### src/rtl/switch_press_counter.sv
// switch_press_counter
// Front end of the two-digit seven-segment display path. Two raw push-switches
// are synchronised and debounced; each release of the increment switch advances
// a two-digit counter (BCD 00..99 or hex 00..FF), and each press of the clear
// switch returns it to 00. Every output comes straight from a flop.

module switch_press_counter #(
    parameter int DEBOUNCE_LIMIT = 250000,
    parameter bit BCD_MODE       = 1'b1
) (
    input  logic       i_clk,
    input  logic       i_rst_n,
    input  logic       i_switch_inc,
    input  logic       i_switch_clr,
    output logic [3:0] o_digit_hi,
    output logic [3:0] o_digit_lo,
    output logic       o_wrap
);

    // Counter just wide enough to hold DEBOUNCE_LIMIT itself.
    localparam int CNT_W = $clog2(DEBOUNCE_LIMIT + 1);
    localparam logic [CNT_W-1:0] CNT_ONE   = CNT_W'(1);
    localparam logic [CNT_W-1:0] CNT_LIMIT = CNT_W'(DEBOUNCE_LIMIT);

    // Bit positions of the two switches in the per-switch vectors below.
    localparam int SW_INC = 0;
    localparam int SW_CLR = 1;

    logic [1:0]       raw;
    logic [1:0]       sync1;
    logic [1:0]       sync2;
    logic [1:0]       stable;
    logic [1:0]       prev;
    logic [CNT_W-1:0] deb_cnt [2];

    logic inc_event;
    logic clr_event;

    assign raw = {i_switch_clr, i_switch_inc};

    // Two-flop synchroniser per switch; nothing downstream looks at raw.
    always_ff @(posedge i_clk or negedge i_rst_n) begin
        if (!i_rst_n) begin
            sync1 <= '0;
            sync2 <= '0;
        end else begin
            // NOTE: non-blocking here so sync2 takes the previous sync1,
            // giving two real flop stages instead of one collapsed wire.
            sync1 <= raw;
            sync2 <= sync1;
        end
    end

    // Per-switch debounce: stable follows sync2 only after it has differed
    // for DEBOUNCE_LIMIT consecutive edges; any agreeing edge restarts the run.
    always_ff @(posedge i_clk or negedge i_rst_n) begin
        if (!i_rst_n) begin
            // NOTE: this two-entry array is plain control state, so every
            // entry is reset; a mid-debounce run must not survive reset.
            for (int i = 0; i < 2; i++) begin
                deb_cnt[i] <= '0;
            end
            stable <= '0;
        end else begin
            for (int i = 0; i < 2; i++) begin
                if (sync2[i] == stable[i]) begin
                    deb_cnt[i] <= '0;
                end else if (deb_cnt[i] + CNT_ONE == CNT_LIMIT) begin
                    stable[i]  <= sync2[i];
                    deb_cnt[i] <= '0;
                end else begin
                    deb_cnt[i] <= deb_cnt[i] + CNT_ONE;
                end
            end
        end
    end

    // Previous debounced level, for edge detection.
    always_ff @(posedge i_clk or negedge i_rst_n) begin
        if (!i_rst_n) begin
            prev <= '0;
        end else begin
            prev <= stable;
        end
    end

    // Count on release of inc (so a held switch counts once), clear on press.
    assign inc_event = prev[SW_INC] & ~stable[SW_INC];
    assign clr_event = ~prev[SW_CLR] & stable[SW_CLR];

    // Digit counter and single-cycle wrap pulse; clear beats increment.
    always_ff @(posedge i_clk or negedge i_rst_n) begin
        if (!i_rst_n) begin
            o_digit_hi <= '0;
            o_digit_lo <= '0;
            o_wrap     <= 1'b0;
        end else begin
            // NOTE: o_wrap gets a default on every edge, so only the wrapping
            // branch below raises it and it can never stay high twice.
            o_wrap <= 1'b0;
            if (clr_event) begin
                o_digit_hi <= '0;
                o_digit_lo <= '0;
            end else if (inc_event) begin
                if (BCD_MODE) begin
                    if (o_digit_lo != 4'd9) begin
                        o_digit_lo <= o_digit_lo + 4'd1;
                    end else begin
                        o_digit_lo <= '0;
                        if (o_digit_hi != 4'd9) begin
                            o_digit_hi <= o_digit_hi + 4'd1;
                        end else begin
                            o_digit_hi <= '0;
                            o_wrap     <= 1'b1;
                        end
                    end
                end else begin
                    {o_digit_hi, o_digit_lo} <= {o_digit_hi, o_digit_lo} + 8'd1;
                    o_wrap <= (o_digit_hi == 4'hF) && (o_digit_lo == 4'hF);
                end
            end
        end
    end

endmodule

### config.mk
export PLATFORM = sky130hd
export DESIGN_NAME = switch_press_counter
export DESIGN_NICKNAME = d
export VERILOG_FILES = /design/src/rtl/switch_press_counter.sv
export SDC_FILE = /design/constraint.sdc
export NUM_CORES = 1
export LEC_CHECK = 0
export CAP_MARGIN = 10
export CORE_MARGIN = 8
export CORE_UTILIZATION = 37
export DETAILED_ROUTE_END_ITERATION = 16
export SETUP_SLACK_MARGIN = 0.2
export SKIP_LAST_GASP = 1
export SYNTH_ARGS = -nofsm -noshare
export SYNTH_HDL_FRONTEND = slang
export SYNTH_SLANG_ARGS = --single-unit
### constraint.sdc
create_clock -name i_clk -period 3.06 [get_ports i_clk]
set_input_delay 0.459 -clock i_clk [delete_from_list [all_inputs] [get_ports i_clk]]
set_output_delay 0.459 -clock i_clk [all_outputs]
set_load 0.01 [all_outputs]
==> metrics.txt, run 1 <==
Die Outline Area=10,990 um2; Layout Cells excl Fill=420; placed wire-length estimate=4029 um; Final Skew=19.94 ps; mapped cell area=2919 um2; core region area=7687 um2; total instance count after detailed placement=412; area added between synthesis and finish=9.859%; latest clock arrival within the worst-skew pair=310 ps; synthesized area per cell=9.539 um2; number of synthesized register bits=53; die outline width=104.8 um; # IOs=13; maximum number of pins on one net before global-route repair=41; total CTS buffers=5; Post-Route WL=5467 um; Final #Nets=327; share of cells above drive strength 1=7.233%; count of mapped cells out of synthesis=306; Row Count=32; total of endpoints with negative setup slack in the final report=0; power density cells=362.5 nW/um2; sequential element share of the synthesized area=45.44%; DR pass1 iterations=4; Overall Power=1163 uW; all-layer global routing usage=10.80%; origin of the critical flop-to-flop path=deb_cnt[3]$_DFF_PN0_; worst slew margin relative to its limit=42.28%; remaining design rule violation count=0; number of buffers added to fix hold violations after cts=0; FF-to-FF path depth=7; detailed-route via count=2,161; die height=104.8 um; average detailed-routed wire length per instance=13.02 um; PostCTS Resize Cnt=0; flop-to-flop setup slack=460 ps; highest ir drop seen on vdd=0.1693 mV; initial antenna violation count=0; number of warnings issued by yosys=0; period utilization=84.96%; number of library cell types mapped by synthesis=50; outcome=completed; type of origin of the critical path=flip-flop; Critical Path Source=deb_cnt[3]$_DFF_PN0_; peak clock frequency supported by timing=384.6 MHz; TritonCTS sink count=53; count of antenna diodes in the layout=0; syn_nets=316; setup fix buffers added after clock tree synthesis=0; placer's final routability congestion estimate=0.7877; smallest hold slack=261.9 ps; number of enable flip-flop cells after synthesis=0; buffers from clock root to sink, at most=2; H-tree depth=2; class of the most critical setup path=flip-flop to flip-flop; number of global-route vias before repair=2,210; overall overflow remaining after global route=0; root buf cell=sky130_fd_sc_hd__clkbuf_8; post-layout min period=2600 ps; slew at the pin with the worst max-slew slack=865.7 ps; number of hold violations in the final report=0; max-slew violation count=0; clock-pin slew on the worst setup and hold paths=110 ps; max-cap violations=0; number of routed nets with antenna violations=0; arrival time at the worst endpoint=2810 ps; CTS tree=done; DRC marker count from the first detailed-route iteration=46; final sum of negative setup slack=0 ps; detailed-route vias per instance=5.145; global-route wire length before repair=10,190 um; data required time of the worst path=3270 ps; async set-or-reset flop fraction in the synthesized netlist=100.0%; port bufs=12; Primary FF master, synth=sky130_fd_sc_hd__dfrtp_1; hold crit path type=primary input to async pin; effective utilization at floorplan=37.97%; cell leakage power=0.001331 uW; unrepaired setup endpoints after global routing=no; reg2reg end=deb_cnt[3]$_DFF_PN0_; Max Fanout on Critical Path=9; Critical Path End Type=flip-flop
[layer usage]
layer,part of all wire (%),GRT usage [%]
met4,0.82,2.446
met2,50,18.51
met3,2.6,2.457
met5,0,0
met1,47,13.47
[cells in the mapped netlist, types with 2 or more instances]
library cell               instances  area (um2)
sky130_fd_sc_hd__and2_1            2       12.51
sky130_fd_sc_hd__nor4_1           10       62.56
sky130_fd_sc_hd__nor2_1           54       202.7
sky130_fd_sc_hd__ha_1              6       75.07
sky130_fd_sc_hd__o21ai_0           3       15.01
sky130_fd_sc_hd__mux2i_1           3       30.03
sky130_fd_sc_hd__nand3_1          17       85.08
sky130_fd_sc_hd__o31a_1            2       17.52
sky130_fd_sc_hd__buf_6             2       22.52
sky130_fd_sc_hd__nor2b_1           4       25.02
sky130_fd_sc_hd__inv_1             9       33.78
sky130_fd_sc_hd__o21a_1            2       15.01
sky130_fd_sc_hd__xor2_1           20       175.2
sky130_fd_sc_hd__and4b_1           2       20.02
sky130_fd_sc_hd__nand2b_1          3       18.77
sky130_fd_sc_hd__dfrtp_1          53        1326
sky130_fd_sc_hd__xnor2_1          14       122.6
sky130_fd_sc_hd__and3_1            4       25.02
sky130_fd_sc_hd__clkbuf_1          3       11.26
sky130_fd_sc_hd__and4_1            2       17.52
sky130_fd_sc_hd__nand2_1          20       75.07
sky130_fd_sc_hd__nor3_1           12       60.06
sky130_fd_sc_hd__buf_2             6       30.03
sky130_fd_sc_hd__mux2_2            3       33.78
sky130_fd_sc_hd__a21oi_1          12       60.06
sky130_fd_sc_hd__or3_1             3       18.77
sky130_fd_sc_hd__a21o_1            2       15.01
sky130_fd_sc_hd__nand4_1          11       68.82
[flip-flops by register name, indices dropped and copies added (netlist names)]
register,cells
stable,2
sync1,2
o_digit_hi,4
deb_cnt,36
prev,2
sync2,2
o_wrap,1
o_digit_lo,4
[worst max path at each step]
stage / to / slack (ps) / cells after the start
finish: deb_cnt[3]$_DFF_PN0_ / 460 / 7
global placement: deb_cnt[4]$_DFF_PN0_ / 400 / 8
CTS: deb_cnt[3]$_DFF_PN0_ / 370 / 8
global route: deb_cnt[3]$_DFF_PN0_ / 240 / 8
floorplan: stable[0]$_DFFE_PN0P_ / 740 / 7
detailed placement: deb_cnt[3]$_DFF_PN0_ / 380 / 8
[critical path, cell delays in order, from the launching register on]
cell	delay (ps)
sky130_fd_sc_hd__dfrtp_1	500
sky130_fd_sc_hd__nand4_2	290
sky130_fd_sc_hd__o31a_1	340
sky130_fd_sc_hd__nor4_1	310
sky130_fd_sc_hd__o21ai_1	210
sky130_fd_sc_hd__o41ai_4	540
sky130_fd_sc_hd__buf_4	240
sky130_fd_sc_hd__nor2_1	60
[per-stage QoR]
step / utilization (%) / worst slack [ps] / area (um2)
final: 41.72 / 460.2 / 3207
after global routing: 41.72 / 236.7 / 3207
after CTS: 41.72 / 366.7 / 3207
after detailed placement: 40.59 / 383.7 / 3120
after global placement: 40.59 / 396.0 / 3120
after floorplan: - / 743.3 / 2919
[power breakdown]
group	internal [uW]	total (uW)	switching [uW]
Clock	164	396	232
Sequential	709	722	13.5
Combinational	15.2	44.2	29.0
Total	888	1160	275
[cell type report]
type / count / area, um2
fill: 760 / 4481
multi-input combinational: 233 / 1495
sequential: 53 / 1326
timing repair buffer: 15 / 137.6
tap: 102 / 127.6
clock buffer: 6 / 72.57
inverter: 9 / 33.78
clock inverter: 2 / 13.76
[cells in the final DEF, fill, tap and decap left out, types with 3 or more instances in the layout]
cell type,instances
sky130_fd_sc_hd__and3_1,4
sky130_fd_sc_hd__mux2_2,3
sky130_fd_sc_hd__nand2_1,20
sky130_fd_sc_hd__clkbuf_8,5
sky130_fd_sc_hd__ha_1,6
sky130_fd_sc_hd__nor2_1,54
sky130_fd_sc_hd__inv_1,9
sky130_fd_sc_hd__or3_1,3
sky130_fd_sc_hd__nor2b_1,4
sky130_fd_sc_hd__mux2i_1,3
sky130_fd_sc_hd__buf_4,3
sky130_fd_sc_hd__nand2b_1,3
sky130_fd_sc_hd__nand3_1,17
sky130_fd_sc_hd__a21oi_1,12
sky130_fd_sc_hd__o21ai_0,3
sky130_fd_sc_hd__dfrtp_1,53
sky130_fd_sc_hd__nor4_1,10
sky130_fd_sc_hd__clkdlybuf4s50_1,11
sky130_fd_sc_hd__xnor2_1,14
sky130_fd_sc_hd__xor2_1,20
sky130_fd_sc_hd__nand4_1,11
sky130_fd_sc_hd__nor3_1,12
[kinds of logic (layout without fill, tap and decap cells)]
family / Yosys count / count (layout) / share of synthesized area (%)
and+or+nand+nor: 153 / 153 / 27.43
DFF: 53 / 53 / 45.43
buffers and inverters: 20 / 32 / 3.343
muxes: 6 / 6 / 2.186
xor gates and xnor gates: 34 / 34 / 10.20
AOI/OAI and AO/OA: 34 / 34 / 8.830
adders and majority gates: 6 / 6 / 2.572
(Power assumes the default switching activity.)
==> run 2, diff against run 1 <==
- clock period: 3.06 -> 2.29 ns (I/O delays scaled with it)
==> metrics.txt, run 2 (same netlist as run 1, synthesis figures left out) <==
TritonCTS sink count=53; class of the most critical setup path=flip-flop to flip-flop; flop-to-flop setup slack=30 ps; overall overflow remaining after global route=0; detailed-route via count=2,415; FF-to-FF path depth=7; DR pass1 iterations=4; period utilization=98.83%; Non-Filler Cell Area, Final=3979 um2; max-cap violations=0; post-layout min period=2263 ps; count of antenna diodes in the layout=0; startpoint of the worst hold path=sync1[0]$_DFF_PN0_; CTS tree=done; detailed-route vias per instance=5.063; area added between synthesis and finish=36.31%; reg2reg end=stable[0]$_DFFE_PN0P_; critical-path cell list=ha_4 -> nand3_4 -> o31a_1 -> nor4_2 -> or4b_4 -> nor2_4 -> mux2_4; share of cells above drive strength 1=34.40%; commonest cells after routing, fill and taps aside=50 x sky130_fd_sc_hd__buf_4, 41 x sky130_fd_sc_hd__dfrtp_1, 35 x sky130_fd_sc_hd__nor2_1, 20 x sky130_fd_sc_hd__nand2_1, 20 x sky130_fd_sc_hd__xor2_1; type of origin of the critical path=flip-flop; latest clock arrival within the worst-skew pair=300 ps; initial antenna violation count=0; worst hold path cell count=0; all-layer global routing usage=11.94%; # IOs=13; Die Outline Area=10,990 um2; effective utilization at floorplan=37.97%; Row Count=32; maximum number of pins on one net before global-route repair=23; root buf cell=sky130_fd_sc_hd__clkbuf_8; post-place instance area=3497 um2; Final #Nets=384; placer's final routability congestion estimate=0.8053; number of routed nets with antenna violations=0; utilization after layout=51.76%; largest stage delay on the critical path=540 ps; unrepaired setup endpoints after global routing=yes; largest registers ranked by flip-flop count=deb_cnt (36), o_digit_hi (4), o_digit_lo (4); global-route wire length before repair=10,960 um; Max Fanout on Critical Path=4; die outline width=104.8 um; number of hold violations in the final report=0; slew at the pin with the worst max-slew slack=650.6 ps; port bufs=12; core region area=7687 um2; CP top delay family=simple AND/OR/NAND/NOR gates; die height=104.8 um; cell leakage power=0.001651 uW; Place WS=4.710 ps; Critical Path End Type=flip-flop; outcome=completed; most frequent standard cell in the layout excluding fill and tap cells=sky130_fd_sc_hd__buf_4; Post-Route WL=6558 um; total of endpoints with negative setup slack in the final report=0; setup ws final=26.87 ps; placed wire-length estimate=4450 um; number of inserted filler cells in the final layout=725; remaining design rule violation count=0; max-slew violation count=0; arrival time at the worst endpoint=2460 ps; data required time of the worst path=2490 ps; register with the most flip-flops=deb_cnt; average detailed-routed wire length per instance=13.75 um; clock-pin slew on the worst setup and hold paths=90 ps; power density cells=436.7 nW/um2; worst slew margin relative to its limit=56.54%; peak clock frequency supported by timing=441.9 MHz; WP buf/inv=0; buffers from clock root to sink, at most=2; hold path endpoint=sync2[0]$_DFF_PN0_; hold crit path type=flip-flop to flip-flop; number of global-route vias before repair=2,324; DRC marker count from the first detailed-route iteration=116; Final Skew=4.454 ps; highest ir drop seen on vdd=0.2515 mV; slowest cell on the critical path=sky130_fd_sc_hd__or4b_4; total CTS buffers=5; origin of the critical flop-to-flop path=deb_cnt[18]$_DFF_PN0_; flip-flop count of the largest register, all copies and words added=36; H-tree depth=2
==> run 2: cell count changes in the layout (fill, tap and decap cells not counted), sizes merged <==
cell | before | now
inv | 10 | 9
dlygate4sd3 | 0 | 1
bufinv | 0 | 1
buf | 4 | 60
clkinvlp | 0 | 1
clkinv | 1 | 0
==> run 2: how the worst max path moves through the flow <==
stage / start / end / slack [ps] / cells past startpoint
finish: deb_cnt[18]$_DFF_PN0_ / stable[0]$_DFFE_PN0P_ / 30 / 7
global route: deb_cnt[0]$_DFF_PN0_ / stable[1]$_DFFE_PN0P_ / -80 / 8
detailed placement: deb_cnt[19]$_DFF_PN0_ / stable[0]$_DFFE_PN0P_ / 5 / 7
global placement: deb_cnt[0]$_DFF_PN0_ / deb_cnt[15]$_DFF_PN0_ / -20 / 8
CTS: deb_cnt[19]$_DFF_PN0_ / deb_cnt[21]$_DFF_PN0_ / 30 / 8
floorplan: deb_cnt[18]$_DFF_PN0_ / stable[0]$_DFFE_PN0P_ / 60 / 7
==> run 2: stage by stage <==
step / hold slack, ps / total power, uW / std cells / setup TNS (ps)
after global routing: 382.1 / 1821 / 477 / -840.3
after floorplan: 47.91 / 1022 / 306 / 0
after CTS: 359.4 / 1761 / 472 / 0
after global placement: 322.1 / 1072 / 451 / -97.44
final: 354.9 / 1738 / 477 / 0
after detailed placement: 318.4 / 1074 / 451 / 0
==> run 2: layer usage <==
metal	GRT usage, %	vias to the layer above	routed length [um]
li1	-	1207	-
met1	15.22	1176	3016
met2	19.37	27	3275
met3	2.518	5	166
met4	4.587	0	99
met5	0	-	0
==> run 2: area by class of cell <==
class                      count  area, um2  share of cell area (%)
timing repair buffer          72      619.3                   15.57
clock buffer                   6      82.58                   2.075
tap                          102      127.6                   3.208
clock inverter                 2      37.54                  0.9434
multi-input combinational    233       1737                   43.65
sequential                    53       1341                   33.71
inverter                       9      33.78                  0.8491
==> run 2: power breakdown <==
| part | internal [uW] | leakage (uW) | switching, uW |
|---|---|---|---|
| registers | 949 | 0.000708 | 18.2 |
| logic | 56.0 | 0.000886 | 59.5 |
| clock network | 355 | 0.0000574 | 300 |
==> run 2: repair_timing <==
action,CTS,global route
buffers inserted,12,5
setup endpoints to repair,32,34
pin swaps,17,12
gates resized for setup,21,40
endpoints found under the hold margin,20,0
gates cloned,0,0
hold buffers,1,0
==> run 3, diff against run 2 <==
- CORE_UTILIZATION: 37 -> 50
- DONT_BUFFER_PORTS: unset -> 1
- PLACE_DENSITY: unset -> 0.68
- TNS_END_PERCENT: unset -> 50
==> metrics.txt, run 3 (same netlist as run 1, synthesis figures left out) <==
type of origin of the critical path=flip-flop; all-layer global routing usage=14.74%; most frequent standard cell in the layout excluding fill and tap cells=sky130_fd_sc_hd__buf_4; hold crit path type=primary input to flip-flop; peak clock frequency supported by timing=442.0 MHz; worst slew margin relative to its limit=58.27%; # IOs=13; arrival time at the worst endpoint=2450 ps; CTS tree=done; flip-flop count of the largest register, all copies and words added=36; smallest hold slack=71.64 ps; detailed-route vias per instance=5.455; cell type with the highest occurrence count on the critical path=sky130_fd_sc_hd__buf_4; number of hold violations in the final report=0; Final Skew=8.638 ps; latest clock arrival within the worst-skew pair=300 ps; clock-pin slew on the worst setup and hold paths=80 ps; Row Count=28; class of the most critical setup path=flip-flop to flip-flop; startpoint of the worst hold path=i_switch_inc; Max Fanout on Critical Path=4; cell leakage power=0.001564 uW; highest ir drop seen on vdd=0.2201 mV; H-tree depth=2; die height=92.41 um; share of cells above drive strength 1=32.40%; TritonCTS sink count=53; worst hold path cell count=0; power density cells=431.5 nW/um2; WP buf/inv=2; total CTS buffers=5; slowest cell on the critical path=sky130_fd_sc_hd__dfrtp_2; hold path endpoint=sync1[0]$_DFF_PN0_; Die Outline Area=8539 um2; port bufs=0; outcome=completed; number of routed nets with antenna violations=0; CP top delay family=simple AND/OR/NAND/NOR gates; post-layout min period=2262 ps; number of global-route vias before repair=2,254; DR pass1 iterations=4; FF-to-FF path depth=8; count of antenna diodes in the layout=0; total of endpoints with negative setup slack in the final report=0; detailed-route via count=2,362; average detailed-routed wire length per instance=13.99 um; Final #Nets=368; critical-path cell list=buf_4 -> nand4_1 -> buf_4 -> nor4_4 -> mux2i_1 -> a211o_1 -> nor2_4 -> mux2_2; buffers from clock root to sink, at most=2; max-slew violation count=0; global-route wire length before repair=10,370 um; Post-Route WL=6058 um; period utilization=98.80%; remaining design rule violation count=0; area added between synthesis and finish=26.58%; flop-to-flop setup slack=30 ps; core region area=5781 um2; overall overflow remaining after global route=0; register with the most flip-flops=deb_cnt; die outline width=92.41 um; placer's final routability congestion estimate=0.8832; origin of the critical flop-to-flop path=deb_cnt[19]$_DFF_PN0_; reg2reg end=stable[0]$_DFFE_PN0P_; placed wire-length estimate=4247 um; largest registers ranked by flip-flop count=deb_cnt (36), o_digit_hi (4), o_digit_lo (4); number of inserted filler cells in the final layout=466; maximum number of pins on one net before global-route repair=54; largest stage delay on the critical path=410 ps; initial antenna violation count=0; utilization after layout=63.92%; slew at the pin with the worst max-slew slack=624.7 ps; DRC marker count from the first detailed-route iteration=130; root buf cell=sky130_fd_sc_hd__clkbuf_8; unrepaired setup endpoints after global routing=yes; effective utilization at floorplan=50.50%; commonest cells after routing, fill and taps aside=50 x sky130_fd_sc_hd__buf_4, 43 x sky130_fd_sc_hd__dfrtp_1, 37 x sky130_fd_sc_hd__nor2_1, 20 x sky130_fd_sc_hd__nand2_1, 20 x sky130_fd_sc_hd__xor2_1; Critical Path End Type=flip-flop; data required time of the worst path=2470 ps; max-cap violations=0
[run 3: cell count changes in the layout (fill, tap and decap cells not counted), moves of 2 or more]
cell / previous run / this run
sky130_fd_sc_hd__clkdlybuf4s50_1: 11 / 0
sky130_fd_sc_hd__buf_6: 7 / 3
sky130_fd_sc_hd__nor2_4: 7 / 3
sky130_fd_sc_hd__buf_12: 2 / 0
sky130_fd_sc_hd__dfrtp_1: 41 / 43
sky130_fd_sc_hd__dfrtp_2: 12 / 10
sky130_fd_sc_hd__mux2_2: 1 / 3
sky130_fd_sc_hd__mux2_4: 2 / 0
sky130_fd_sc_hd__nor2_1: 35 / 37
sky130_fd_sc_hd__nor2_2: 12 / 14
[run 3: power by group]
group / total (uW) / internal [uW] / switching [uW]
Sequential: 966 / 948 / 18.0
Clock: 516 / 240 / 275
Combinational: 112 / 54.4 / 57.6
Total: 1590 / 1240 / 351
[run 3: final cells by class]
type | count | area [um2] | share of cell area, %
clock buffer | 7 | 86.33 | 2.337
inverter | 9 | 33.78 | 0.9143
multi-input combinational | 233 | 1680 | 45.48
sequential | 53 | 1339 | 36.23
tap | 75 | 93.84 | 2.540
timing repair buffer | 56 | 461.7 | 12.50
[run 3: layer usage]
metal,track usage (%),vias up,share of wire [%],wire [um]
li1,-,1172,-,-
met3,3.479,7,3.9,239
met5,0,-,0,0
met1,18.96,1145,47,2838
met4,5.235,0,1.2,70
met2,23.66,38,48,2910
[run 3: per-stage QoR]
stage | power [uW] | setup TNS (ps) | instance area, um2 | setup WS [ps] | std cells
5_1_grt | 1662 | -1194 | 3695 | -69.56 | 433
2_1_floorplan | 1022 | 0 | 2994 | 62.39 | 306
3_3_place_gp | 1043 | 0 | 3313 | 6.702 | 409
3_5_place_dp | 1045 | -212.4 | 3313 | -49.93 | 409
6_report | 1594 | 0 | 3695 | 27.56 | 433
4_1_cts | 1605 | 0 | 3585 | 24.31 | 429
[run 3: worst max-delay path by stage]
stage                               start                    end  slack (ps)  cells after the start
floorplan           deb_cnt[18]$_DFF_PN0_  stable[0]$_DFFE_PN0P_          60                      7
global placement    deb_cnt[18]$_DFF_PN0_  stable[0]$_DFFE_PN0P_           7                      7
detailed placement  deb_cnt[18]$_DFF_PN0_  stable[0]$_DFFE_PN0P_         -50                      7
CTS                 deb_cnt[18]$_DFF_PN0_  stable[0]$_DFFE_PN0P_          20                      7
global route        deb_cnt[19]$_DFF_PN0_  stable[0]$_DFFE_PN0P_         -70                      7
finish              deb_cnt[19]$_DFF_PN0_  stable[0]$_DFFE_PN0P_          30                      8
[run 3: worst reg2reg max path, cell delays in order (launching register included)]
cell and delay [ps]:
sky130_fd_sc_hd__dfrtp_2 410, sky130_fd_sc_hd__buf_4 130, sky130_fd_sc_hd__nand4_1 190, sky130_fd_sc_hd__buf_4 220
sky130_fd_sc_hd__nor4_4 310, sky130_fd_sc_hd__mux2i_1 130, sky130_fd_sc_hd__a211o_1 350, sky130_fd_sc_hd__nor2_4 100
sky130_fd_sc_hd__mux2_2 320
[run 3: what timing repair did]
action | CTS | global route
hold buffers | 2 | 0
gates resized for setup | 19 | 23
endpoints found under the hold margin | 53 | 0
endpoints found under the setup margin | 32 | 33
setup buffers | 11 | 4
pin swaps | 16 | 8
cloned | 0 | 0
